<file path="src/rtl/adc_decimator.sv">
// adc_decimator: sums blocks of 2**LOG2_N ADC codes and hands each result to a valid/ready
// holding register tagged with a block sequence number; a result that cannot be held raises ovr.
module adc_decimator #(
  parameter int LOG2_N = 2,
  localparam int SUM_W = 4 + LOG2_N
) (
  input  logic             clk,
  input  logic             rst,
  input  logic             en,
  input  logic [3:0]       code,
  input  logic             code_vld,
  output logic             out_vld,
  input  logic             out_rdy,
  output logic [SUM_W-1:0] out_sum,
  output logic [3:0]       out_avg,
  output logic [7:0]       out_seq,
  output logic             ovr,
  input  logic             clr_ovr
);
  localparam int N = 2 ** LOG2_N;
  typedef enum logic {IDLE, ACC} state_t;
  state_t state, state_nxt;
  logic [SUM_W-1:0] acc, final_sum;
  logic [LOG2_N-1:0] cnt;
  logic [7:0] seq;
  logic take, done, flush, load, overrun;
  always_ff @(posedge clk or posedge rst)
    if (rst) state <= IDLE;
    else state <= state_nxt;
  always_comb state_nxt = en ? ACC : IDLE;
  // samples count only once the FSM is already in ACC, so the first strobe lands a cycle after en
  always_comb begin
    take = (state == ACC) & en & code_vld;
    flush = ~en;
    done = take & (cnt == LOG2_N'(N - 1));
    final_sum = acc + SUM_W'(code);
    load = done & (~out_vld | out_rdy);
    overrun = done & out_vld & ~out_rdy;
  end
  always_ff @(posedge clk or posedge rst)
    if (rst) begin
      acc <= '0;
      cnt <= '0;
      seq <= '0;
    end else begin
      acc <= (flush | done) ? '0 : take ? final_sum : acc;
      cnt <= (flush | done) ? '0 : take ? cnt + LOG2_N'(1) : cnt;
      seq <= seq + 8'(done);
    end
  // a dropped result still consumes a sequence number so the loss shows as a gap downstream
  always_ff @(posedge clk or posedge rst)
    if (rst) begin
      out_vld <= 1'b0;
      out_sum <= '0;
      out_avg <= '0;
      out_seq <= '0;
      ovr <= 1'b0;
    end else begin
      out_vld <= load ? 1'b1 : (out_vld & out_rdy) ? 1'b0 : out_vld;
      out_sum <= load ? final_sum : out_sum;
      out_avg <= load ? final_sum[SUM_W-1:LOG2_N] : out_avg;
      out_seq <= load ? seq : out_seq;
      ovr <= overrun ? 1'b1 : clr_ovr ? 1'b0 : ovr;
    end
endmodule

</file>
<file path="config.mk">
export PLATFORM = sky130hd
export DESIGN_NAME = adc_decimator
export DESIGN_NICKNAME = d
export VERILOG_FILES = /design/src/rtl/adc_decimator.sv
export SDC_FILE = /design/constraint.sdc
export NUM_CORES = 1
export LEC_CHECK = 0
export ABC_AREA = 1
export BUFFER_PORTS_ARGS = -buffer_cell sky130_fd_sc_hd__buf_2
export CAP_MARGIN = 20
export CORE_UTILIZATION = 54
export DETAILED_ROUTE_END_ITERATION = 7
export PLACE_DENSITY = 0.81
export SETUP_SLACK_MARGIN = 0.4
export SLEW_MARGIN = 20
export SYNTH_ARGS = -nofsm -noshare
export SYNTH_HDL_FRONTEND = slang
export SYNTH_SLANG_ARGS = --single-unit
</file>
<file path="constraint.sdc">
create_clock -name clk -period 2.3 [get_ports clk]
set_input_delay 0 -clock clk [delete_from_list [all_inputs] [get_ports clk]]
set_output_delay 0 -clock clk [all_outputs]
set_load 0.05 [all_outputs]
</file>
==> out/qor.txt <==
Status: completed
Diodes inserted: 0
Hold Path Cell Cnt: 4
Reg clk slew, reported paths: 90 ps
Die area: 3090 µm²
Top cell type by total area after synthesis: dfrtp_1
Final GP Congestion: 0.825
Post-detail-place hpwl: 1860 µm
Synth Instances: 166
Critical Path AT: 2010 ps
Yosys top cell area share: 53.3%
TritonCTS buffer count: 5
Flip-flop and latch count after synthesis: 33
Fin crit period: 1780 ps
Max_slew headroom: 68.0%
Asr flop ratio synth: 100%
Ys Warns: 0
RSZ-0062 raised after global routing: no
Post-Syn Nets: 184
Initial antenna violation count: 0
Final period utilization: 77.5%
# rows: 19
Fin cells: 234
DRT Wirelength: 2660 µm
Root Driver: clkbuf_4
Die Height: 55.6 µm
Pwr per Cell Area: 566 nW/µm²
Cell total after placement: 221
Most common cell after layout, fill and taps aside: nand2_1
R2r worst-path depth: 9
CTS sink cnt: 33
Input/output buffers: 29
First-pass GRT wire length: 4590 µm
Most frequent cells in the layout: nand2_1, dfrtp_1, buf_2, inv_1, nand3_1
First-pass iteration count of the detailed router: 4
Drt drc: 0
DR vias/cell: 5.00
FMAX: 561 MHz
Final Hold Viols: 0
MaxCap Viol Count: 0
Fin nets: 220
Synth top area cells: dfrtp_1, nand2_1, ha_1, nand3_1, inv_1
First DRT Iteration DRCs: 28
I/O pin cnt: 30
WL/cell: 11.4 µm
TNS Setup: 0 ps
CP startpoint kind: register
R2R setup slack: 520 ps
Final non-filler cell area: 1790 µm²
Clock Skews: 12.8 ps
CP max FO: 3
Netlist cell types: 20
H-tree depth: 2
Post-synth EDFFs: 0
Core ar.: 2730 µm²
# setup viols final: 0
Synthesized cell area: 1550 µm²
Origin of the critical flop-to-flop path: cnt[0]$_DFFE_PP0P_
Worst slew pin tran: 478 ps
Worst R2R End: seq[6]$_DFF_PP0_
CP Capture Type: register
Layout cell share with drive strength beyond 1: 23.6%
Die W: 55.6 µm
CTS tree: built
Hold Path Sink: out_sum[0]$_DFFE_PP0P_
Hold crit path type: primary input to register
Final ANT Viol Nets: 0
# fillers: 222
Clock buffer depth: 2
Initial Util: 56.7%
Worst hold start: code[0]
Maximum VDD drop: 0.497 mV
Slew Viols, Final: 0
Kind of critical path: register to register
Placed instance area: 1690 µm²
Largest net degree at the start of global routing: 34
Total GRT Usage: 19.9%
Grt total ovfl: 0
Clk_lat worst skew: 340 ps
Final core occ: 65.4%
Synth Flop Type: dfrtp_1
CP required: 2530 ps
Layout area overhead: 15.5%
Leakage power: 1.06 nW
Via count: 1171
Sequential area share after synthesis: 53.3%
Synthesized area per cell: 9.33 µm²
Number of global-route vias before repair: 1099
==> synth_stat cells, types with 2 or more instances <==
cell type	instances
ha_1	7
buf_6	2
inv_1	17
o21ai_2	6
xor2_1	6
o21ai_0	5
dfrtp_1	33
buf_4	4
nor2_1	5
nand3_1	13
xnor2_1	2
nand2_1	58
==> worst max-delay path by stage <==
stage,depth (start not counted),start,end,slack (ps)
2_1_floorplan,9,cnt[0]$_DFFE_PP0P_,seq[6]$_DFF_PP0_,700
5_1_grt,9,cnt[0]$_DFFE_PP0P_,seq[6]$_DFF_PP0_,410
4_1_cts,9,cnt[0]$_DFFE_PP0P_,seq[6]$_DFF_PP0_,520
3_3_place_gp,9,cnt[0]$_DFFE_PP0P_,seq[6]$_DFF_PP0_,630
3_5_place_dp,9,cnt[0]$_DFFE_PP0P_,seq[6]$_DFF_PP0_,540
6_report,9,cnt[0]$_DFFE_PP0P_,seq[6]$_DFF_PP0_,520
==> final cells by class <==
cell class | instances | area (µm²) | area share [%]
flip-flops and latches | 33 | 826 | 46.2
multi-input cells | 109 | 603 | 33.7
repair buffers | 35 | 203 | 11.3
inverters | 18 | 67.6 | 3.78
clock buffers | 6 | 41.3 | 2.31
well taps | 31 | 38.8 | 2.17
clock inverters | 2 | 10.0 | 0.559
==> critical path: stages (launching register included) <==
cell     delay, ps
dfrtp_1        380
ha_1           200
inv_1           80
nor2_4         140
ha_1           210
ha_1           190
inv_1           50
nor2_1         150
nand3_1        110
xor2_1         150
==> metrics by stage <==
stage	total power [mW]	setup slack (ps)	hold slack, ps
6_report	1.01	516	60.5
3_5_place_dp	0.715	536	106
3_3_place_gp	0.712	628	96.4
5_1_grt	1.07	412	89.2
2_1_floorplan	0.686	702	31.4
4_1_cts	1.03	522	49.6
==> per-layer routing <==
| layer | share of wire [%] | global-route usage [%] | vias to the layer above |
|---|---|---|---|
| met4 | 2.9 | 12.9 | 0 |
| met5 | 0 | 0 | - |
| met2 | 50 | 31.2 | 27 |
| li1 | - | - | 584 |
| met3 | 4.2 | 4.92 | 8 |
| met1 | 43 | 24.5 | 552 |
==> what timing repair did <==
item	4_1_cts	5_1_grt
resized for setup	0	0
setup buffers	0	0
hold buffers	5	0
hold endpoints to repair	37	0
==> state kept, by name, indices dropped and copies added, names as in the netlist <==
| signal | cells |
|---|---|
| seq | 8 |
| ovr | 1 |
| cnt | 2 |
| out_sum | 2 |
| out_avg | 4 |
| out_seq | 8 |
| out_vld | 1 |
| acc | 6 |
| state | 1 |
==> logic make-up (layout without fill, tap and decap cells) <==
logic type | Yosys count | in the layout | synth area share (%)
fa+ha+maj | 8 | 8 | 6.95
compound gates | 12 | 12 | 5.33
flops | 33 | 33 | 53.3
buf+inv | 24 | 61 | 7.75
xor+xnor | 8 | 8 | 4.52
simple gates | 81 | 81 | 22.1
==> power breakdown <==
| part | internal [mW] | switching [mW] | total, mW |
|---|---|---|---|
| Sequential | 0.592 | 0.00832 | 0.601 |
| Combinational | 0.0374 | 0.0703 | 0.108 |
| Clock | 0.116 | 0.188 | 0.304 |
Power figures use the tool's default switching activity.
